==> config.mk <==
export PLATFORM = sky130hd
export DESIGN_NAME = piso_stream
export DESIGN_NICKNAME = d
export VERILOG_FILES = /design/src/rtl/piso_stream.sv
export SDC_FILE = /design/constraint.sdc
export NUM_CORES = 1
export LEC_CHECK = 0
export BUFFER_PORTS_ARGS = -buffer_cell sky130_fd_sc_hd__buf_2
export CELL_PAD_IN_SITES_DETAIL_PLACEMENT = 0
export CELL_PAD_IN_SITES_GLOBAL_PLACEMENT = 1
export CORE_MARGIN = 2
export CORE_UTILIZATION = 40
export CTS_BUF_LIST = sky130_fd_sc_hd__clkbuf_2 sky130_fd_sc_hd__clkbuf_4 sky130_fd_sc_hd__clkbuf_8
export CTS_CLUSTER_DIAMETER = 50
export CTS_CLUSTER_SIZE = 24
export DETAILED_ROUTE_END_ITERATION = 16
export PLACE_DENSITY = 0.89
export SYNTH_ARGS = -nofsm -noshare
export SYNTH_HDL_FRONTEND = slang
export SYNTH_SLANG_ARGS = --single-unit
==> constraint.sdc <==
create_clock -name clk -period 1.7 [get_ports clk]
set_input_delay 0 -clock clk [delete_from_list [all_inputs] [get_ports clk]]
set_output_delay 0 -clock clk [all_outputs]
set_load 0.03 [all_outputs]
==> src/rtl/piso_stream.sv <==
// piso_stream: parallel-in/serial-out serializer with a valid/ready word input, selectable bit order and bit period.
// Define PISO_PARITY_EN to append a parity bit (even, or odd when PARITY_ODD=1) after the data bits.
module piso_stream #(
    parameter int WIDTH      = 8,
    parameter int MSB_FIRST  = 0,
    parameter int DIV        = 1,
    parameter int PARITY_ODD = 0
) (
    input  logic             clk,
    input  logic             rst,
    input  logic [WIDTH-1:0] din,
    input  logic             din_valid,
    output logic             din_ready,
    output logic             dout,
    output logic             dout_valid,
    output logic             sof,
    output logic             eof,
    output logic             busy
);

`ifdef PISO_PARITY_EN
    localparam int FL = WIDTH + 1;
`else
    localparam int FL = WIDTH;
`endif
    localparam int BCW = $clog2(FL + 1);
    localparam int DCW = $clog2(DIV + 1);
    localparam logic [BCW-1:0] BIT_LAST = BCW'(FL - 1);
    localparam logic [DCW-1:0] DIV_LAST = DCW'(DIV - 1);

    generate
        if (WIDTH < 2 || DIV < 1 || PARITY_ODD < 0 || PARITY_ODD > 1) begin : g_bad_param
            $error("piso_stream: illegal parameter combination");
        end
    endgenerate

    typedef enum logic {IDLE, SHIFT} state_t;

    state_t         state;
    state_t         state_next;
    logic [FL-1:0]  shreg;
    logic [FL-1:0]  load_word;
    logic [BCW-1:0] bit_cnt;
    logic [DCW-1:0] div_cnt;
    logic           bit_done;
    logic           frame_last;
    logic           accept;

    // Ready is asserted on the final cycle of a frame so words can stream back-to-back.
    always_comb begin
        bit_done   = (div_cnt == DIV_LAST);
        frame_last = (state == SHIFT) && bit_done && (bit_cnt == BIT_LAST);
        din_ready  = (state == IDLE) || frame_last;
        accept     = din_valid && din_ready;
        state_next = state;
        case (state)
            IDLE:    if (accept) state_next = SHIFT;
            SHIFT:   if (frame_last && !accept) state_next = IDLE;
            default: state_next = IDLE;
        endcase
    end

    // The frame is laid out so that the shift direction always pushes the next bit to the output end.
    always_comb begin
        load_word = '0;
`ifdef PISO_PARITY_EN
        if (MSB_FIRST != 0) load_word = {din, (^din) ^ (PARITY_ODD != 0)};
        else                load_word = {(^din) ^ (PARITY_ODD != 0), din};
`else
        load_word = din;
`endif
    end

    always_comb begin
        dout_valid = (state == SHIFT);
        busy       = dout_valid;
        sof        = dout_valid && (bit_cnt == '0);
        eof        = dout_valid && (bit_cnt == BIT_LAST);
        dout       = 1'b0;
        if (dout_valid) dout = (MSB_FIRST != 0) ? shreg[FL-1] : shreg[0];
    end

    always_ff @(posedge clk) begin
        if (rst) state <= IDLE;
        else     state <= state_next;
    end

    always_ff @(posedge clk) begin
        if (rst) begin
            shreg   <= '0;
            bit_cnt <= '0;
            div_cnt <= '0;
        end else if (accept) begin
            shreg   <= load_word;
            bit_cnt <= '0;
            div_cnt <= '0;
        end else if (state == SHIFT) begin
            if (bit_done) begin
                div_cnt <= '0;
                bit_cnt <= (bit_cnt == BIT_LAST) ? '0 : bit_cnt + 1'b1;
                if (MSB_FIRST != 0) shreg <= {shreg[FL-2:0], 1'b0};
                else                shreg <= {1'b0, shreg[FL-1:1]};
            end else begin
                div_cnt <= div_cnt + 1'b1;
            end
        end
    end

endmodule

==> summary.md <==
| Metric | Value |
|---|---|
| Vias post-DR | `694` |
| Synth cell types | `29` |
| Die Ht | `47.93 um` |
| Fraction of post-synthesis cell area in the top cell type by area | `33.71%` |
| Maximum number of pins on one net before global-route repair | `21` |
| Number of fillers in the final layout | `183` |
| Clk_lat worst skew | `0.27 ns` |
| Worst setup path class | `reg2reg` |
| Kind of start point of the critical path | `register` |
| Maximum frequency from static timing analysis | `631.8 MHz` |
| Final core utilization | `52.34%` |
| Antenna-violating nets left | `0` |
| Critical path endpoint category | `register` |
| Destination of the critical timing path | `shreg[0]` |
| Routed length on met2 | `695 um` |
| CTS tree | `yes` |
| Minimum clock period | `1.583 ns` |
| Length of routed met3 wiring | `64 um` |
| IO buf count | `16` |
| Largest cells by area after synthesis | `sky130_fd_sc_hd__dfxtp_1, sky130_fd_sc_hd__mux2i_1, sky130_fd_sc_hd__o211a_1` |
| Final sum of negative setup slack | `0 ns` |
| Area of all sequential standard cells | `260.3 um2` |
| Via density | `5.218` |
| Number of top-level pins | `17` |
| # nets final | `122` |
| Wire length of the first global-routing pass | `2.484 mm` |
| GRT overflow | `0` |
| DIE AREA | `2297 um2` |
| Area growth, synth to finish | `19.61%` |
| Gate count of the mapped netlist | `90` |
| Outcome | `complete, no violations` |
| Slew at the pin with the worst max-slew slack | `0.4029 ns` |
| Initial antenna violation count | `0` |
| Number of failing hold endpoints at the final stage | `0` |
| Synthesized area per cell | `8.578 um2` |
| Total nets after synthesis | `103` |
| Starting utilization of the core area | `43.76%` |
| Clock root buffer | `sky130_fd_sc_hd__clkbuf_4` |
| Antenna Cells | `0` |
| Yosys reg bits | `13` |
| Maximum clock skew at final layout | `0.003300 ns` |
| Cell area power density | `734.8 nW/um2` |
| Global router's overall resource usage | `15.39%` |
| Post-detailed-route wirelength per cell | `11.89 um` |
| Share of the cycle needed by the critical path after routing | `93.10%` |
| Post-synth design cell area | `772.0 um2` |
| Req. time, crit path | `1.87 ns` |
| Launching element of the worst setup path | `bit_cnt[0]` |
| Number of violations of the max-capacitance limit | `0` |
| Library cell with the largest summed area after synthesis | `sky130_fd_sc_hd__dfxtp_1` |
| Final Setup Violations | `0` |
| Detailed-routing wirelength on met1 | `808 um` |
| Number of violations reported at the end of detailed-routing iteration 0 | `5` |
| Leakage dissipation | `0.4521 nW` |
| Placer congestion estimate | `0.7645` |
| Number of warning messages in the yosys log | `0` |
| Origin of the critical flop-to-flop path | `bit_cnt[0]` |
| Worst voltage drop across the vdd grid | `447.2 uV` |
| Count of unresolved DRC violations after routing | `0` |
| Post-Route WL | `1.581 mm` |
| Proportion of synthesized chip area in sequential cells | `33.71%` |
| Number of cells on the worst reg-to-reg path | `4` |
| Number of search-and-repair iterations in the first detailed-routing pass | `3` |
| CTS H-tree depth | `1` |
| Num CTS Buffers | `3` |
| Setup repair after global routing missed its margin | `no` |
| Maximum count of clock buffers along a single path | `2` |
| Uppermost layer routed | `met4` |
| Share of post-route cells with drive strength above 1 | `26.85%` |
| Critical Path Fanout Max | `9` |
| Endpoint of the worst-slack reg-to-reg timing path | `shreg[0]` |
| Number of max-slew violations in the final report | `0` |
| Detailed Place HPWL | `1.152 mm` |
| Num rows | `15` |
| Vias in the first global route | `619` |
| Post-CTS setup buffers | `0` |
| Die X-Extent | `47.93 um` |
| Slack of the worst reg-to-reg path | `0.12 ns` |
| Area occupied by multi-input gates | `437.9 um2` |
| Core area | `1764 um2` |
| Max_slew headroom | `73.12%` |
| Hold crit path type | `in2reg` |
| Worst Path Arrival | `1.75 ns` |
| Reg clk slew, reported paths | `0.08 ns` |
| CTS sink count | `13` |
==> what timing repair did <==
item / in CTS / in global routing
endpoints found under the hold margin: 2 / 0
endpoints found under the setup margin: 0 / 1
hold buffers: 2 / 0
resized for setup: 0 / 1
==> how the worst min path moves through the flow <==
| stage | from | to | depth (start not counted) |
|---|---|---|---|
| global placement | din[0] | shreg[0] | 3 |
| finish | rst | bit_cnt[2] | 2 |
| CTS | rst | bit_cnt[2] | 2 |
| floorplan | rst | shreg[0] | 1 |
| global route | din[2] | shreg[2] | 4 |
| detailed placement | din[1] | shreg[1] | 3 |
==> layout by cell type (no fill, tap or decap), drive strengths merged, types with 3 or more instances in the layout <==
| cell | count |
|---|---|
| o21ai | 10 |
| mux2i | 6 |
| a211oi | 3 |
| dfxtp | 13 |
| buf | 19 |
| inv | 11 |
| nor2 | 3 |
| a21oi | 8 |
| nand2 | 3 |
| o211a | 5 |
| clkbuf | 4 |
==> state kept, by name (all words and copies together), names as in the netlist <==
signal and count:
shreg 8, bit_cnt 4, busy 1
==> synth_stat cells <==
| library cell | count |
|---|---|
| sky130_fd_sc_hd__nand3b_1 | 1 |
| sky130_fd_sc_hd__ha_1 | 2 |
| sky130_fd_sc_hd__xor2_1 | 1 |
| sky130_fd_sc_hd__or3_1 | 1 |
| sky130_fd_sc_hd__a211oi_1 | 3 |
| sky130_fd_sc_hd__a21oi_1 | 8 |
| sky130_fd_sc_hd__nand2_1 | 3 |
| sky130_fd_sc_hd__buf_6 | 1 |
| sky130_fd_sc_hd__a2111oi_2 | 2 |
| sky130_fd_sc_hd__nor4b_1 | 1 |
| sky130_fd_sc_hd__clkbuf_1 | 2 |
| sky130_fd_sc_hd__nor2_1 | 3 |
| sky130_fd_sc_hd__buf_4 | 1 |
| sky130_fd_sc_hd__buf_2 | 3 |
| sky130_fd_sc_hd__nand3_1 | 1 |
| sky130_fd_sc_hd__nor3b_1 | 2 |
| sky130_fd_sc_hd__and2_1 | 1 |
| sky130_fd_sc_hd__a221oi_1 | 1 |
| sky130_fd_sc_hd__nand4_1 | 1 |
| sky130_fd_sc_hd__nor3_2 | 2 |
| sky130_fd_sc_hd__inv_1 | 11 |
| sky130_fd_sc_hd__dfxtp_1 | 13 |
| sky130_fd_sc_hd__o21ai_0 | 10 |
| sky130_fd_sc_hd__o211a_1 | 5 |
| sky130_fd_sc_hd__a21o_1 | 1 |
| sky130_fd_sc_hd__a31oi_1 | 1 |
| sky130_fd_sc_hd__mux2i_1 | 6 |
| sky130_fd_sc_hd__nor2b_1 | 2 |
| sky130_fd_sc_hd__and4b_1 | 1 |
==> per-stage QoR <==
| stage | setup slack (ns) | cells | power [mW] | instance area (um2) | hold WS, ns |
|---|---|---|---|---|---|
| after detailed placement | 0.1251 | 127 | 0.4755 | 870.8 | 0.2880 |
| after CTS | 0.08581 | 133 | 0.6886 | 920.9 | 0.05365 |
| after global placement | 0.2094 | 127 | 0.4720 | 870.8 | 0.2808 |
| final | 0.1173 | 133 | 0.6785 | 923.4 | 0.06401 |
| after floorplan | 0.1756 | 90 | 0.4354 | 778.2 | 0.06886 |
| after global routing | 0.01354 | 133 | 0.7178 | 923.4 | 0.07799 |
==> worst max-delay path: stages (launching register included) <==
cell,delay [ns]
sky130_fd_sc_hd__dfxtp_1,0.38
sky130_fd_sc_hd__ha_1,0.23
sky130_fd_sc_hd__and4b_1,0.47
sky130_fd_sc_hd__nor3_2,0.08
sky130_fd_sc_hd__a2111oi_2,0.34
==> where the power goes <==
group | total, mW | switching [mW] | internal (mW)
combinational | 0.135 | 0.0757 | 0.0592
sequential | 0.336 | 0.0144 | 0.322
clock | 0.208 | 0.101 | 0.107
==> layer usage <==
metal	up-vias	GRT usage (%)
li1	356	-
met1	323	18.59
met2	13	26.40
met3	2	2.642
met4	0	7.027
met5	-	0
==> cell type report <==
cell class                 instances  area share, %
multi-input combinational         59          47.43
sequential                        13          28.18
timing repair buffer              21          13.28
inverter                          11          4.472
tap                               25          3.388
clock buffer                       4          3.252
==> cells by family after synthesis <==
group / count (synthesis) / synth area share (%)
AO/OA/AOI/OAI: 31 / 27.88
XOR/XNOR: 1 / 1.135
adder cells (fa/ha/maj): 2 / 3.241
buffers and inverters: 18 / 10.70
flip-flops: 13 / 33.71
multiplexers: 6 / 7.780
AND/OR/NAND/NOR: 19 / 15.56
No activity file was read; power rests on OpenSTA's default activity.
